<file path="src/rtl/pir_emulator.sv">
// PIR motion sensor emulator (HC-SR501 style): synchronizes a raw motion
// stimulus and shapes it into a sensor output with warm-up, hold and lockout.
module pir_emulator #(
    parameter int unsigned WARMUP_CYC = 1000,
    parameter int unsigned HOLD_CYC   = 500,
    parameter int unsigned BLOCK_CYC  = 200
) (
    input  logic       clk,
    input  logic       rst_n,
    input  logic       motion,
    input  logic       retrig,
    output logic       pir_out,
    output logic       ready,
    output logic [7:0] trig_count
);

    localparam int unsigned MAX_WH  = (WARMUP_CYC > HOLD_CYC) ? WARMUP_CYC : HOLD_CYC;
    localparam int unsigned MAX_CYC = (MAX_WH > BLOCK_CYC) ? MAX_WH : BLOCK_CYC;
    localparam int unsigned CNT_W   = $clog2(MAX_CYC) + 1;
    localparam int unsigned TRIG_W  = 8;

    localparam logic [CNT_W-1:0] WARMUP_LAST = CNT_W'(WARMUP_CYC - 1);
    localparam logic [CNT_W-1:0] HOLD_LAST   = CNT_W'(HOLD_CYC - 1);
    localparam logic [CNT_W-1:0] BLOCK_LAST  = CNT_W'(BLOCK_CYC - 1);

    typedef enum logic [1:0] {
        ST_WARMUP = 2'd0,
        ST_IDLE   = 2'd1,
        ST_HIGH   = 2'd2,
        ST_BLOCK  = 2'd3
    } state_e;

    logic [1:0]        sync_q;
    logic              motion_s;
    state_e            state_q, state_d;
    logic [CNT_W-1:0]  cnt_q, cnt_d;
    logic [TRIG_W-1:0] trig_q, trig_d;
    logic              pir_q;
    logic              ready_q;

    // Two-flop synchronizer for the asynchronous motion stimulus
    always_ff @(posedge clk or negedge rst_n) begin
        if (!rst_n) begin
            sync_q <= 2'b00;
        end else begin
            sync_q <= {sync_q[0], motion};
        end
    end

    assign motion_s = sync_q[1];

    // Next-state logic; a retrigger takes priority over hold expiry
    always_comb begin
        state_d = state_q;
        cnt_d   = cnt_q + CNT_W'(1);
        trig_d  = trig_q;
        case (state_q)
            ST_WARMUP: begin
                if (cnt_q == WARMUP_LAST) begin
                    state_d = ST_IDLE;
                    cnt_d   = '0;
                end
            end
            ST_IDLE: begin
                cnt_d = '0;
                if (motion_s) begin
                    state_d = ST_HIGH;
                    trig_d  = trig_q + TRIG_W'(1);
                end
            end
            ST_HIGH: begin
                if (retrig && motion_s) begin
                    cnt_d = '0;
                end else if (cnt_q == HOLD_LAST) begin
                    state_d = ST_BLOCK;
                    cnt_d   = '0;
                end
            end
            ST_BLOCK: begin
                if (cnt_q == BLOCK_LAST) begin
                    state_d = ST_IDLE;
                    cnt_d   = '0;
                end
            end
            default: begin
                state_d = ST_WARMUP;
                cnt_d   = '0;
            end
        endcase
    end

    // State, counter and outputs registered together so outputs track state exactly
    always_ff @(posedge clk or negedge rst_n) begin
        if (!rst_n) begin
            state_q <= ST_WARMUP;
            cnt_q   <= '0;
            trig_q  <= '0;
            pir_q   <= 1'b0;
            ready_q <= 1'b0;
        end else begin
            state_q <= state_d;
            cnt_q   <= cnt_d;
            trig_q  <= trig_d;
            pir_q   <= (state_d == ST_HIGH);
            ready_q <= (state_d != ST_WARMUP);
        end
    end

    assign pir_out    = pir_q;
    assign ready      = ready_q;
    assign trig_count = trig_q;

endmodule

</file>
<file path="config.mk">
export PLATFORM = sky130hd
export DESIGN_NAME = pir_emulator
export DESIGN_NICKNAME = d
export VERILOG_FILES = /design/src/rtl/pir_emulator.sv
export SDC_FILE = /design/constraint.sdc
export NUM_CORES = 1
export LEC_CHECK = 0
export BUFFER_PORTS_ARGS = -buffer_cell sky130_fd_sc_hd__buf_4
export CAP_MARGIN = 0
export CORE_UTILIZATION = 59
export DETAILED_ROUTE_END_ITERATION = 16
export PLACE_DENSITY = 0.82
export SYNTH_ARGS = -nofsm -noshare
export SYNTH_HDL_FRONTEND = slang
export SYNTH_SLANG_ARGS = --single-unit
</file>
<file path="constraint.sdc">
create_clock -name clk -period 3.8 [get_ports clk]
set_clock_uncertainty 0.2 [all_clocks]
set_input_delay 0.57 -clock clk [delete_from_list [all_inputs] [get_ports clk]]
set_output_delay 0.57 -clock clk [all_outputs]
set_load 0.05 [all_outputs]
</file>
== After elaboration in Yosys (flattened, before gate mapping) ==
Index checks and enable logic that the tools add are counted.

* Input bits: 4
* Word-level logic and storage cells: 30
* Output and inout bits: 10
* Bits in registers: 25

* Muxes and demuxes: 11
* Add/sub/neg operators: 2
* Equal/unequal tests: 7
* Reduce and logical (&&, ||, !) cells: 4

{| class="wikitable"
|+ Operators with widths
! cell !! count
|-
| 11-bit 2-to-1 mux || 4
|-
| 11-bit one-hot mux with 4 select lines || 1
|-
| 11-bit by 1-bit adder with 11-bit output (second input constant) || 1
|-
| 11-bit by 10-bit equality test with 1-bit output (second input constant) || 1
|-
| 11-bit by 8-bit equality test with 1-bit output (second input constant) || 1
|-
| 11-bit by 9-bit equality test with 1-bit output (second input constant) || 1
|-
| 2-bit 2-to-1 mux || 5
|-
| 8-bit by 1-bit adder with 8-bit output (second input constant) || 1
|-
| 2-bit one-hot mux with 4 select lines || 1
|-
| 2-bit equality test (second input constant) || 3
|-
| 2-bit by 1-bit equality test with 1-bit output (second input constant) || 1
|-
| 2-bit zero test || 1
|-
| 2-bit AND reduction || 1
|-
| 2-bit nonzero test || 1
|-
| 1-bit logical AND || 1
|}

== Depth between registers and ports, before layout ==
* Word-level depth: 5
* Mapped depth: 6

== Worst setup path before layout ==
OpenSTA, ideal clock, no wires.

* Path kind: register -> register
* Start: register cnt_q[9]
* End: register cnt_q[2]
* Period minus slack after synthesis: 2078 ps
* Path slack: 1722 ps
* Library setup time: 119 ps
* Data arrival time: 1759 ps
* Stages on the path, launching flop included: 6
* Path buffers: 1
* Cell sequence: dfrtp_1 > or3_1 > or4_1 > a211oi_2 > buf_6 > nor2_1

* Longest elaborated chain between the ends: 4
* Elaborated cells between the ends (all ways): 8
* Classes of those cells: eq/ne: 3; mux: 5

{| class="wikitable"
|+ Ends and longest elaborated chain
! item !! RTL line !! text
|-
| start: declaration || 36 || <nowiki>logic [CNT_W-1:0] cnt_q, cnt_d;</nowiki>
|-
| start signal: assignment || 102 || <nowiki>cnt_q <= cnt_d;</nowiki>
|-
| 11-bit by 9-bit equality test with 1-bit output || 74 || <nowiki>end else if (cnt_q == HOLD_LAST) begin</nowiki>
|-
| 11-bit 2-to-1 mux || 74 ||
|-
| 11-bit 2-to-1 mux || 72 || <nowiki>if (retrig && motion_s) begin</nowiki>
|-
| 11-bit one-hot mux with 4 select lines (*) || 57 || <nowiki>case (state_q)</nowiki>
|-
| named net cnt_d[2] || 36 ||
|}

The timed path passes the listed nets; every way through them passes the cells marked *.
A chain may end at the register's enable or synchronous reset.

== Worst setup path after layout ==
* Start: register cnt_q[3]
* End: register cnt_q[3]

* Longest elaborated chain between the ends: 4
* Elaborated cells between the ends (all ways): 9
* Classes of those cells: add/sub: 1; eq/ne: 3; mux: 5

{| class="wikitable"
|+ Ends and longest elaborated chain
! item !! RTL line
|-
| 11-bit by 1-bit adder with 11-bit output or 11-bit by 9-bit equality test with 1-bit output (tied branches) || 55, 74
|-
| 11-bit 2-to-1 mux || 74
|-
| 11-bit 2-to-1 mux || 72
|-
| 11-bit one-hot mux with 4 select lines (*) || 57
|-
| named net cnt_d[3] || 36
|}

Marks and branches as above.

==> results.rst <==
.. list-table::
   :header-rows: 1

   * - Metric
     - Value
   * - Met3 layer wire length in the routed design
     - between 70 and 80 um
   * - Die width
     - approximately 46 um
   * - Total placed cells including tap cells
     - about 140
   * - Accumulated negative setup slack
     - 0 ps
   * - Normalized max-slew margin
     - 0.548
   * - Proportion of layout cells with a drive suffix above 1
     - 0.168
   * - Vias in the first global route
     - 720
   * - Number of post-CTS setup repair buffers
     - 0
   * - Clock latency at the later pin of the worst-skew pair
     - just over 300 ps
   * - NetSw
     - 79.8 uW
   * - Antenna diode count
     - 0
   * - Syn_area_per_cell
     - 11.0 um2
   * - Count of input and output buffers
     - 13
   * - Global routing usage summed across all routing layers
     - 0.211
   * - Detailed placer's ending HPWL
     - between 1000 and 1500 um
   * - Tightest Pin Transition
     - 676 ps
   * - Number of remaining DRC errors
     - 0
   * - TritonCTS clock tree
     - built
   * - Final hold violations
     - 0
   * - CTS sink cnt
     - 25
   * - Critical-path maximum fanout
     - 11
   * - WS Path Type
     - flip-flop to flip-flop
   * - Max rail drop VDD
     - between 0.2 and 0.25 mV
   * - DIE HEIGHT
     - between 40 and 50 um
   * - Number of buffers inserted during clock tree synthesis
     - 3
   * - Seq pwr share
     - 0.685
   * - Internal
     - approximately 310 uW
   * - Count of nets left with antenna violations after detail routing
     - 0
   * - Final core utilization
     - 0.726
   * - Number of detailed-routing iterations run before antenna repair
     - 4
   * - Via density per instance
     - roughly 5.6
   * - Top metal layer carrying routed signals
     - met4
   * - Setup repair after global routing missed its margin
     - no
   * - First-pass GRT wire length
     - roughly 3100 um
   * - Final net count
     - between 100 and 150
   * - Vias after detailed routing
     - between 800 and 900
   * - Initial Util
     - 0.640
   * - Initial antenna violation count
     - 0
   * - Power density relative to cell area
     - slightly above 300 mW/mm2
   * - Type of the worst min-delay path
     - input port to flip-flop
   * - Net switching fraction of the power
     - 0.204
   * - Kind of start point of the critical path
     - flip-flop
   * - Number of unique standard cell types used by synthesis
     - 29
   * - Total standard cell area after synthesis
     - 0.00113 mm2
   * - Number of I/O pins
     - 14
   * - Total non-filler cell area in the finished layout
     - between 0.001 and 0.0015 mm2
   * - Total routed wirelength
     - 1880 um
   * - Maximum number of pins on one net before global-route repair
     - 26
   * - Hold-fix buffers, CTS
     - 1
   * - # resized after CTS
     - 0
   * - Setup crit end kind
     - flip-flop
   * - Count of routing violations after the opening detailed-route iteration
     - 23
   * - Length of routed wiring on met1
     - roughly 930 um
   * - Number of cells produced by synthesis
     - 103
   * - Final setup violating endpoints
     - 0
   * - Floorplan Core Area
     - approximately 0.0018 mm2
   * - H-tree levels
     - 1
   * - DR WL/cell
     - roughly 13 um
   * - Final cell count without fillers
     - roughly 140
   * - Net count of the mapped netlist
     - 109
   * - Routability cong.
     - 0.850
   * - Final Max Slew Viols
     - 0
   * - Share of synthesized area occupied by flip-flops and latches
     - 0.554
   * - P&R area growth vs syn
     - 13.3%
   * - Total power after layout
     - 391 uW
   * - Number of warnings issued by yosys
     - 0
   * - Fraction of power consumed by combinational cells
     - 0.021
   * - Cell area after placement
     - approximately 0.0012 mm2
   * - Arrival time reported for the critical path endpoint
     - around 2500 ps
   * - Die Footprint
     - 0.00209 mm2
   * - Site Rows
     - 15
   * - Portion of the clock cycle consumed by the worst path in the final layout
     - 0.649
   * - Required time worst endpoint
     - between 3000 and 4000 ps
   * - Met2 WL
     - 845 um
   * - Final Critical Period
     - around 2500 ps
   * - Pleak
     - approximately 0.00061 uW
   * - Clk pin slew, worst setup/hold paths
     - 130 ps
   * - Leftover overflow at the end of global routing
     - 0
   * - Master cell of the clock root buffer
     - sky130_fd_sc_hd__clkbuf_4
   * - Register bit count reported by yosys
     - 25
   * - Outcome
     - completed
   * - Clock network fraction of total power
     - 0.294
   * - Fmax
     - between 400 and 500 MHz
   * - Number of maximum-capacitance constraint violations
     - 0
   * - Deepest clock path buffer count
     - 2
-- power by group through the flow --
| stage | combinational (uW) | clock [uW] | sequential (uW) |
|---|---|---|---|
| finish | 8.21 | 115 | 268 |
| CTS | 8.59 | 118 | 268 |
| detailed placement | 7.78 | 0 | 273 |
| global placement | 7.70 | 0 | 273 |
| floorplan | 0.243 | 0 | 273 |
| global route | 9.92 | 131 | 268 |
-- cell families after synthesis --
family	count (synthesis)	synth area share
AND/OR/NAND/NOR	49	0.230
flip-flops	25	0.554
XOR/XNOR	16	0.124
AO/OA/AOI/OAI	6	0.0399
buffers and inverters	4	0.0199
adder cells (fa/ha/maj)	2	0.0221
multiplexers	1	0.00997
-- cell usage after synthesis --
cell	n	area, um2
sky130_fd_sc_hd__or3_1	1	6.26
sky130_fd_sc_hd__and4_1	2	17.5
sky130_fd_sc_hd__nand4_1	5	31.3
sky130_fd_sc_hd__a21oi_1	2	10.0
sky130_fd_sc_hd__inv_1	2	7.51
sky130_fd_sc_hd__mux2_2	1	11.3
sky130_fd_sc_hd__and4_2	1	10.0
sky130_fd_sc_hd__xor2_1	6	52.6
sky130_fd_sc_hd__clkbuf_1	1	3.75
sky130_fd_sc_hd__nor3_1	4	20.0
sky130_fd_sc_hd__a22oi_1	1	7.51
sky130_fd_sc_hd__and3_1	1	6.26
sky130_fd_sc_hd__nand3_1	6	30.0
sky130_fd_sc_hd__or2_2	1	6.26
sky130_fd_sc_hd__xnor2_1	10	87.6
sky130_fd_sc_hd__a211oi_2	1	12.5
sky130_fd_sc_hd__nand2_1	9	33.8
sky130_fd_sc_hd__a41oi_1	1	8.76
sky130_fd_sc_hd__nor4bb_1	1	10.0
sky130_fd_sc_hd__nand2b_1	1	6.26
sky130_fd_sc_hd__ha_1	2	25.0
sky130_fd_sc_hd__buf_6	1	11.3
sky130_fd_sc_hd__nor2b_1	1	6.26
sky130_fd_sc_hd__dfrtp_1	25	626
sky130_fd_sc_hd__nor2_1	12	45.0
sky130_fd_sc_hd__a31oi_1	1	6.26
sky130_fd_sc_hd__and3b_1	2	17.5
sky130_fd_sc_hd__nor4_1	1	6.26
sky130_fd_sc_hd__or4_1	1	7.51
-- state kept, by name, summed over array words and instances (netlist names) --
register	flops
pir_out	1
sync_q	2
cnt_q	11
state_q	2
trig_count	8
ready	1
-- worst max-delay path: stages, from the launching register on --
cell and delay, ps:
sky130_fd_sc_hd__dfrtp_1 470, sky130_fd_sc_hd__or3_1 390, sky130_fd_sc_hd__or4_1 530, sky130_fd_sc_hd__a211oi_2 630, sky130_fd_sc_hd__nor2_1 120
-- cell usage in the layout (no fill, tap or decap) --
cell type | synthesis | routed
sky130_fd_sc_hd__nor2_1 | 12 | 12
sky130_fd_sc_hd__inv_1 | 2 | 2
sky130_fd_sc_hd__or4_1 | 1 | 1
sky130_fd_sc_hd__nor3_1 | 4 | 4
sky130_fd_sc_hd__nor4_1 | 1 | 1
sky130_fd_sc_hd__mux2_2 | 1 | 1
sky130_fd_sc_hd__a211oi_2 | 1 | 1
sky130_fd_sc_hd__xnor2_1 | 10 | 10
sky130_fd_sc_hd__nand4_1 | 5 | 5
sky130_fd_sc_hd__a41oi_1 | 1 | 1
sky130_fd_sc_hd__a21oi_1 | 2 | 2
sky130_fd_sc_hd__nor2b_1 | 1 | 1
sky130_fd_sc_hd__clkbuf_1 | 1 | 1
sky130_fd_sc_hd__nand3_1 | 6 | 6
sky130_fd_sc_hd__xor2_1 | 6 | 6
sky130_fd_sc_hd__nor4bb_1 | 1 | 1
sky130_fd_sc_hd__and3b_1 | 2 | 2
sky130_fd_sc_hd__or2_2 | 1 | 1
sky130_fd_sc_hd__and4_2 | 1 | 1
sky130_fd_sc_hd__buf_4 | 0 | 13
sky130_fd_sc_hd__a31oi_1 | 1 | 1
sky130_fd_sc_hd__nand2b_1 | 1 | 1
sky130_fd_sc_hd__clkbuf_4 | 0 | 3
sky130_fd_sc_hd__nand2_1 | 9 | 9
sky130_fd_sc_hd__dlygate4sd3_1 | 0 | 1
sky130_fd_sc_hd__dfrtp_1 | 25 | 25
sky130_fd_sc_hd__or3_1 | 1 | 1
sky130_fd_sc_hd__ha_1 | 2 | 2
sky130_fd_sc_hd__and4_1 | 2 | 2
sky130_fd_sc_hd__and3_1 | 1 | 1
sky130_fd_sc_hd__a22oi_1 | 1 | 1
-- layout make-up --
class / count / area, um2
Clock buffer: 4 / 26.3
Fill cell: 134 / 484
Inverter: 2 / 7.51
Multi-Input combinational cell: 74 / 482
Sequential cell: 25 / 626
Tap cell: 25 / 31.3
Timing Repair Buffer: 14 / 108
-- path summary, 6_finish.rpt --
kind | start | to | slack [ps] | cells past startpoint
worst max-delay path | cnt_q[3] | cnt_q[3] | 1330 | 4
worst min-delay path | motion | sync_q[0] | 160 | 1
worst max register to register | cnt_q[3] | cnt_q[3] | 1330 | 4
worst min register to register | sync_q[0] | sync_q[1] | 160 | 0
max in group asynchronous | rst_n | trig_count[1] | 2680 | 2
min in group asynchronous | rst_n | cnt_q[6] | 470 | 2
-- per-layer routing --
| metal | track usage | up-vias |
|---|---|---|
| li1 | - | 392 |
| met1 | 0.319 | 391 |
| met2 | 0.297 | 17 |
| met3 | 0.0357 | 4 |
| met4 | 0.0941 | 0 |
| met5 | 0 | - |
-- through the flow --
stage	setup slack [ps]	hold slack, ps
CTS	1340	151
floorplan	1720	74.4
global placement	1420	133
global route	1230	138
detailed placement	1370	136
finish	1330	157
(Power assumes the default switching activity.)
